[config.mk]
export PLATFORM = sky130hd
export DESIGN_NAME = register_serial_transmitter
export DESIGN_NICKNAME = d
export VERILOG_FILES = /design/src/rtl/register_serial_transmitter.sv
export SDC_FILE = /design/constraint.sdc
export NUM_CORES = 1
export LEC_CHECK = 0
export BUFFER_PORTS_ARGS = -buffer_cell sky130_fd_sc_hd__clkbuf_2
export CORE_MARGIN = 5
export CORE_UTILIZATION = 57
export DETAILED_ROUTE_END_ITERATION = 10
export GPL_ROUTABILITY_DRIVEN = 0
export PLACE_DENSITY = 0.89
export SETUP_SLACK_MARGIN = 0.4
export SLEW_MARGIN = 15
export SYNTH_ARGS = -nofsm -noshare
export SYNTH_HDL_FRONTEND = slang
export SYNTH_SLANG_ARGS = --single-unit
[constraint.sdc]
create_clock -name clk -period 5.45 [get_ports clk]
set_input_delay 0.2725 -clock clk [delete_from_list [all_inputs] [get_ports clk]]
set_output_delay 0.2725 -clock clk [all_outputs]
set_load 0.05 [all_outputs]
[src/rtl/register_serial_transmitter.sv]
// rtl/register_serial_transmitter.sv - PISO serial transmitter, LSB-first; optional parity via PARITY_EN
module register_serial_transmitter #(
  parameter int W            = 4,
  parameter int CLKS_PER_BIT = 4
) (
  input  logic         clk,
  input  logic         reset_asynchronous_n,
  input  logic         inp_valid,
  input  logic [W-1:0] inp_data,
  output logic         inp_ready,
  output logic         serial_out,
  output logic         busy,
  output logic         done
);

  localparam int CW = (CLKS_PER_BIT > 1) ? $clog2(CLKS_PER_BIT) : 1;
  localparam int IW = $clog2(W + 1);
  localparam logic [CW-1:0] BIT_LAST = CW'(CLKS_PER_BIT - 1);
  localparam logic [IW-1:0] IDX_LAST = IW'(W - 1);

  localparam logic [2:0] ST_IDLE   = 3'd0;
  localparam logic [2:0] ST_START  = 3'd1;
  localparam logic [2:0] ST_DATA   = 3'd2;
  localparam logic [2:0] ST_STOP   = 3'd3;
`ifdef PARITY_EN
  localparam logic [2:0] ST_PARITY = 3'd4;
`endif

  logic [2:0]    state_q, state_d;
  logic [W-1:0]  shreg_q, shreg_d;
  logic [CW-1:0] bit_cnt_q, bit_cnt_d;
  logic [IW-1:0] idx_q, idx_d;
  logic          serial_out_q, serial_out_d;
  logic          done_q, done_d;
  logic          bit_term;
`ifdef PARITY_EN
  logic          parity_q, parity_d;
`endif

  assign inp_ready  = (state_q == ST_IDLE);
  assign busy       = (state_q != ST_IDLE);
  assign serial_out = serial_out_q;
  assign done       = done_q;
  assign bit_term   = (bit_cnt_q == BIT_LAST);

  always_comb begin
    state_d      = state_q;
    shreg_d      = shreg_q;
    bit_cnt_d    = bit_cnt_q;
    idx_d        = idx_q;
    serial_out_d = serial_out_q;
    done_d       = 1'b0;
`ifdef PARITY_EN
    parity_d     = parity_q;
`endif
    if (state_q != ST_IDLE) begin
      bit_cnt_d = bit_term ? '0 : bit_cnt_q + 1'b1;
    end
    case (state_q)
      ST_IDLE: begin
        serial_out_d = 1'b1;
        bit_cnt_d    = '0;
        idx_d        = '0;
        if (inp_valid) begin
          shreg_d      = inp_data;
          serial_out_d = 1'b0;
          state_d      = ST_START;
`ifdef PARITY_EN
          parity_d     = ^inp_data;
`endif
        end
      end
      ST_START: begin
        if (bit_term) begin
          serial_out_d = shreg_q[0];
          shreg_d      = shreg_q >> 1;
          state_d      = ST_DATA;
        end
      end
      ST_DATA: begin
        if (bit_term) begin
          if (idx_q == IDX_LAST) begin
            idx_d = '0;
`ifdef PARITY_EN
            serial_out_d = parity_q;
            state_d      = ST_PARITY;
`else
            serial_out_d = 1'b1;
            state_d      = ST_STOP;
`endif
          end else begin
            idx_d        = idx_q + 1'b1;
            serial_out_d = shreg_q[0];
            shreg_d      = shreg_q >> 1;
          end
        end
      end
`ifdef PARITY_EN
      ST_PARITY: begin
        if (bit_term) begin
          serial_out_d = 1'b1;
          state_d      = ST_STOP;
        end
      end
`endif
      ST_STOP: begin
        if (bit_term) begin
          serial_out_d = 1'b1;
          done_d       = 1'b1;
          state_d      = ST_IDLE;
        end
      end
      default: begin
        serial_out_d = 1'b1;
        state_d      = ST_IDLE;
      end
    endcase
  end

  always_ff @(posedge clk or negedge reset_asynchronous_n) begin
    if (!reset_asynchronous_n) begin
      state_q      <= ST_IDLE;
      shreg_q      <= '0;
      bit_cnt_q    <= '0;
      idx_q        <= '0;
      serial_out_q <= 1'b1;
      done_q       <= 1'b0;
`ifdef PARITY_EN
      parity_q     <= 1'b0;
`endif
    end else begin
      state_q      <= state_d;
      shreg_q      <= shreg_d;
      bit_cnt_q    <= bit_cnt_d;
      idx_q        <= idx_d;
      serial_out_q <= serial_out_d;
      done_q       <= done_d;
`ifdef PARITY_EN
      parity_q     <= parity_d;
`endif
    end
  end

endmodule

======== Yosys cells after proc, flatten, opt, wreduce, memory -nomap -nowiden ========
Index checks and enable logic that the tools add are counted.
word-level totals
  latch bits .............................. 0
  output and inout bits ................... 4
  input port bits ......................... 7
  register bits ........................... 14
  word-level logic and storage cells ...... 53
  memory bits (read-only) ................. 0
  memories kept ........................... 0
  bits in writable memories ............... 0
operators by class
  add/sub/neg operators ................... 2
  divide/modulo/power cells ............... 0
  equality and inequality tests ........... 11
  multipliers ............................. 0
  order comparisons ....................... 0
  mux-type cells .......................... 25
  bitwise operators ....................... 0
  reduce and logical (&&, ||, !) cells .... 9
  shift-type cells ........................ 0
operator list
  cell                   number
  $mux W3                7
  $mux W4                4
  $ne A2 B2 Y1 const B   6
  $pmux W3 S4            1
  $pmux W4 S3            1
  $reduce_and A5 Y1      2
  $eq A3 B2 Y1 const B   3
  $mux W1                7
  $mux W2                3
  $pmux W3 S2            1
  $reduce_bool A3 Y1     2
  $pmux W1 S4            1
  $reduce_bool A2 Y1     2
  $add A3 B1 Y3 const B  1
  $eq A3 B1 Y1 const B   1
  $logic_not A3 Y1       1
  $reduce_and A3 Y1      1
  $add A2 B1 Y2 const B  1
  $eq A2 B2 Y1 const B   1
  $reduce_and A2 Y1      1

======== Longest topological paths before layout ========
  depth in word-level cells ............... 4
  gate-level depth with buffers ........... 6
  gate-level depth less buffers ........... 5

======== Least setup slack after synthesis ========
No wires, ideal clock.
  path type ............................... register -> register
  start ................................... register state_q[0]
  end ..................................... register shreg_q[0]
  arrival ................................. 2.110 ns
  data required time ...................... 5.322 ns
  buffers on the path ..................... 0
  setup slack ............................. 3.212 ns
  setup time .............................. 0.128 ns
  clock period less this slack ............ 2.238 ns
  stages on the path, launching flop included .. 6
  cells stage by stage .................... dfrtp_1 -> inv_1 -> ha_1 -> or3b_1 -> a221oi_4 -> mux2_1
between the ends
  longest elaborated chain between the ends .. 3
  elaborated cells on any way between the ends .. 10
  those cells by class .................... eq/ne: 6; mux: 1; reduce/logical: 3
ends and longest elaborated chain
  what                                                                 RTL line  RTL
  from (decl)                                                          29        logic [2:0] state_q, state_d;
  from (signal assigned)                                               132       state_q <= state_d;
  $logic_not A3 Y1 (*)                                                 --
  net inp_ready                                                        10        output logic inp_ready,
  $ne A2 B2 Y1 (no source line) or $reduce_bool A3 Y1 (tied branches)  --
  $reduce_and A5 Y1 (no source line)                                   --
  to (signal assigned)                                                 133       shreg_q <= shreg_d;
  to (decl)                                                            30        logic [W-1:0] shreg_q, shreg_d;
The timed path passes the listed nets; every way through them passes the cells marked *.
A chain may end at the register's enable or synchronous reset.

======== Worst setup path in the final report ========
  start ................................... register state_q[0]
  end ..................................... register shreg_q[3]
between the ends
  longest elaborated chain between the ends .. 3
  elaborated cells on any way between the ends .. 10
  those cells by class .................... eq/ne: 6; mux: 1; reduce/logical: 3
ends and longest elaborated chain
  what                                                                 RTL line  RTL
  $eq A3 B2 Y1, or another cell as far along                           59        case (state_q)
  $ne A2 B2 Y1 (no source line) or $reduce_bool A3 Y1 (tied branches)  --
  $reduce_and A5 Y1 (no source line)                                   --
Several ways; a longest one is shown, not always the timed one.

==> impl_metrics.toml <==
[outcome]
status = "finished clean"

[synth]
ys_async_sr_fraction_pct = 100
synthCells = 64
synth.distinct_cells = 31
synth_top_family_by_area = "compound AO/OA/AOI/OAI gates"
yosys_warnings = 0
synth_compound_gate_area_share_pct = 15.1
synth-edff-count = 0
yosysSeqAreaShare_pct = 44.2
yosys.area_share.simple_pct = 13.0
syn-cell-area_um2 = 739
synth_ff_type = "dfrtp_1"
synth-seq-cells = 13
avgSynthCellArea_um2 = 11.6
synthesis.nets = 78
synth_fa_ha_area_share_pct = 11.8
synth_xor_area_share_pct = 0
synth_mux_area_share_pct = 12.2

[global_routing]
grt_pass1_wl_um = 2170
grt_antenna_before_repair = 0
globalRoute.totalOverflow = 0
grt_max_degree = 14
grt_usage_pct = 14.8
grt_pass1_vias = 514

[pwr]
power.density_nw_per_um2 = 627
swShare_pct = 42.9
power.switching_mw = 0.225
seq_power_share_pct = 31.1
ir_drop_uv = 295
p_leak_nw = 0.410
p_int_mw = 0.300
share_comb_of_total_power_pct = 57.2
p_clk_share_pct = 11.7

[critical_path]
arrival_ps = 2280
cp-start-kind = "flop"
crit_slowest_cell = "or3b_1"
crit_chain = "inv_1 -> ha_1 -> or3b_1 -> a221oi_4 -> mux2_1"
cp-end-kind = "flop"
cp_max_fo = 12
cp.required_ps = 5620
path_class = "reg2reg"
cpPeakStageDelay_ps = 460

[sta]
fin_crit_sh_pct = 38.7
max_freq_mhz = 474
finClkSkew_ps = 5.07
hold-worst-slack_ps = 331
worst_pin_slew_ps = 390
fin_ws_ps = 3340
rsz0062_at_grt = "no"
setup_tns_ps = 0
hold_violations = 0
drv_slew = 0
relSlewSlack_pct = 73.3
period_needed_ps = 2110
setup_viol_count_final = 0

[layout]
drive_gt1_share_pct = 27.3
fill_cells = 95
instances_no_fill = 92
area_delta_synth_final_pct = 13.2
antenna-diode-count = 0
final_nets = 92

[clock_network]
cts_buffer_depth = 2
worstSkewPairLatency_ps = 280
path_clk_slew_ps = 90
cts_tree = "yes"
cts.sinks = 13
htree_levels = 1
clockRootBuffer = "clkbuf_4"
cts_inserted_buffers = 3

[floorplanning]
rows = 13
die-area_um2 = 2120
initial_utilization_pct = 58.3
core_area_um2 = 1270
die_w_um = 46.0
ios = 11
die_h_um = 46.0

[routing]
drt_wl_total_um = 1150
via_per_inst = 5.34
post-route-drc-count = 0
routedWlPerCell_um = 12.5
via_count = 491
first_iter_violations = 13
antenna_left = 0
dr.pass1.iters = 4

[place]
place_inst = 87
preCtsSetupSlack_ps = 3340
dp_hpwl_um = 918
io_buffers = 10

[job]
maxCapViolations = 0

[min_path]
min_path_type = "in2reg"
## routing by layer
| layer | share of wire, % | up-vias | global-route usage [%] |
|---|---|---|---|
| met5 | 0 | - | 0 |
| met4 | 2.9 | 0 | 11.9 |
| met3 | 3.6 | 4 | 2.37 |
| met2 | 47 | 8 | 22.5 |
| met1 | 47 | 224 | 18.1 |
| li1 | - | 255 | - |
## layout by cell type (no fill, tap or decap), types with 2 or more instances in the layout
| master | count |
|---|---|
| nor3_1 | 3 |
| o21ai_0 | 2 |
| mux2_2 | 3 |
| dfrtp_1 | 12 |
| mux2_1 | 5 |
| inv_1 | 5 |
| clkbuf_4 | 3 |
| nand2b_1 | 2 |
| nor2b_1 | 3 |
| ha_1 | 7 |
| clkbuf_2 | 10 |
## synthesized netlist by cell type, drive strengths merged, types with 2 or more instances
library cell	instances	share of area [%]
dfrtp	12	41
ha	7	12
inv	5	2.5
mux2	8	12
nand2b	2	1.7
nor2b	3	2.5
nor3	3	2.0
o21ai	3	2.0
## flip-flops by register name, summed over array words and instances, names as in the netlist
| name | count |
|---|---|
| bit_cnt_q | 2 |
| serial_out | 1 |
| state_q | 2 |
| done | 1 |
| shreg_q | 4 |
| idx_q | 3 |
## area by class of cell
class | count | area [µm²] | area share [%]
Clock inverter | 1 | 5.00 | 0.598
Tap cell | 15 | 18.8 | 2.24
Timing Repair Buffer | 11 | 60.1 | 7.17
Clock buffer | 3 | 22.5 | 2.69
Multi-Input combinational cell | 44 | 385 | 46.0
Sequential cell | 13 | 327 | 39.0
Inverter | 5 | 18.8 | 2.24
## worst max-delay path, delay by kind of cell (launching register included)
family                     cells  cell delay [ps]
AOI/OAI and AO/OA              1              330
adders and majority gates      1              350
buffers and inverters          1               90
DFF                            1              420
muxes                          1              350
and+or+nand+nor                1              460
## stage by stage
stage               util (%)  total power [mW]  cell area [µm²]
floorplan                  -             0.415              739
global placement        63.0             0.460              800
detailed placement      63.0             0.471              800
CTS                     66.0             0.531              837
global route            66.0             0.578              837
finish                  66.0             0.525              837
## path summary, 6_finish.rpt
path,startpoint,end,slack (ps),depth (start not counted)
worst max-delay path,state_q[0],shreg_q[3],3340,5
worst min-delay path,inp_data[3],shreg_q[3],330,3
worst max register to register,state_q[0],shreg_q[3],3340,5
worst min register to register,bit_cnt_q[0],bit_cnt_q[0],450,1
max in group asynchronous,reset_asynchronous_n,serial_out,4760,2
min in group asynchronous,reset_asynchronous_n,idx_q[2],400,2
## logic make-up after synthesis
logic type / Yosys count
AO/OA/AOI/OAI: 13
adder cells (fa/ha/maj): 7
buffers and inverters: 7
flip-flops: 13
multiplexers: 8
AND/OR/NAND/NOR: 16
## timing repair
item	CTS	global route
resized for setup	0	0
hold buffers	1	0
hold endpoints to repair	12	0
setup buffers	0	0
## power groups by stage
stage	registers [mW]	clock network, mW	logic (mW)
3_3_place_gp	0.163	0	0.297
2_1_floorplan	0.178	0	0.237
6_report	0.163	0.0616	0.300
5_1_grt	0.170	0.0657	0.343
3_5_place_dp	0.166	0	0.305
4_1_cts	0.163	0.0622	0.306
Power figures use the tool's default switching activity.
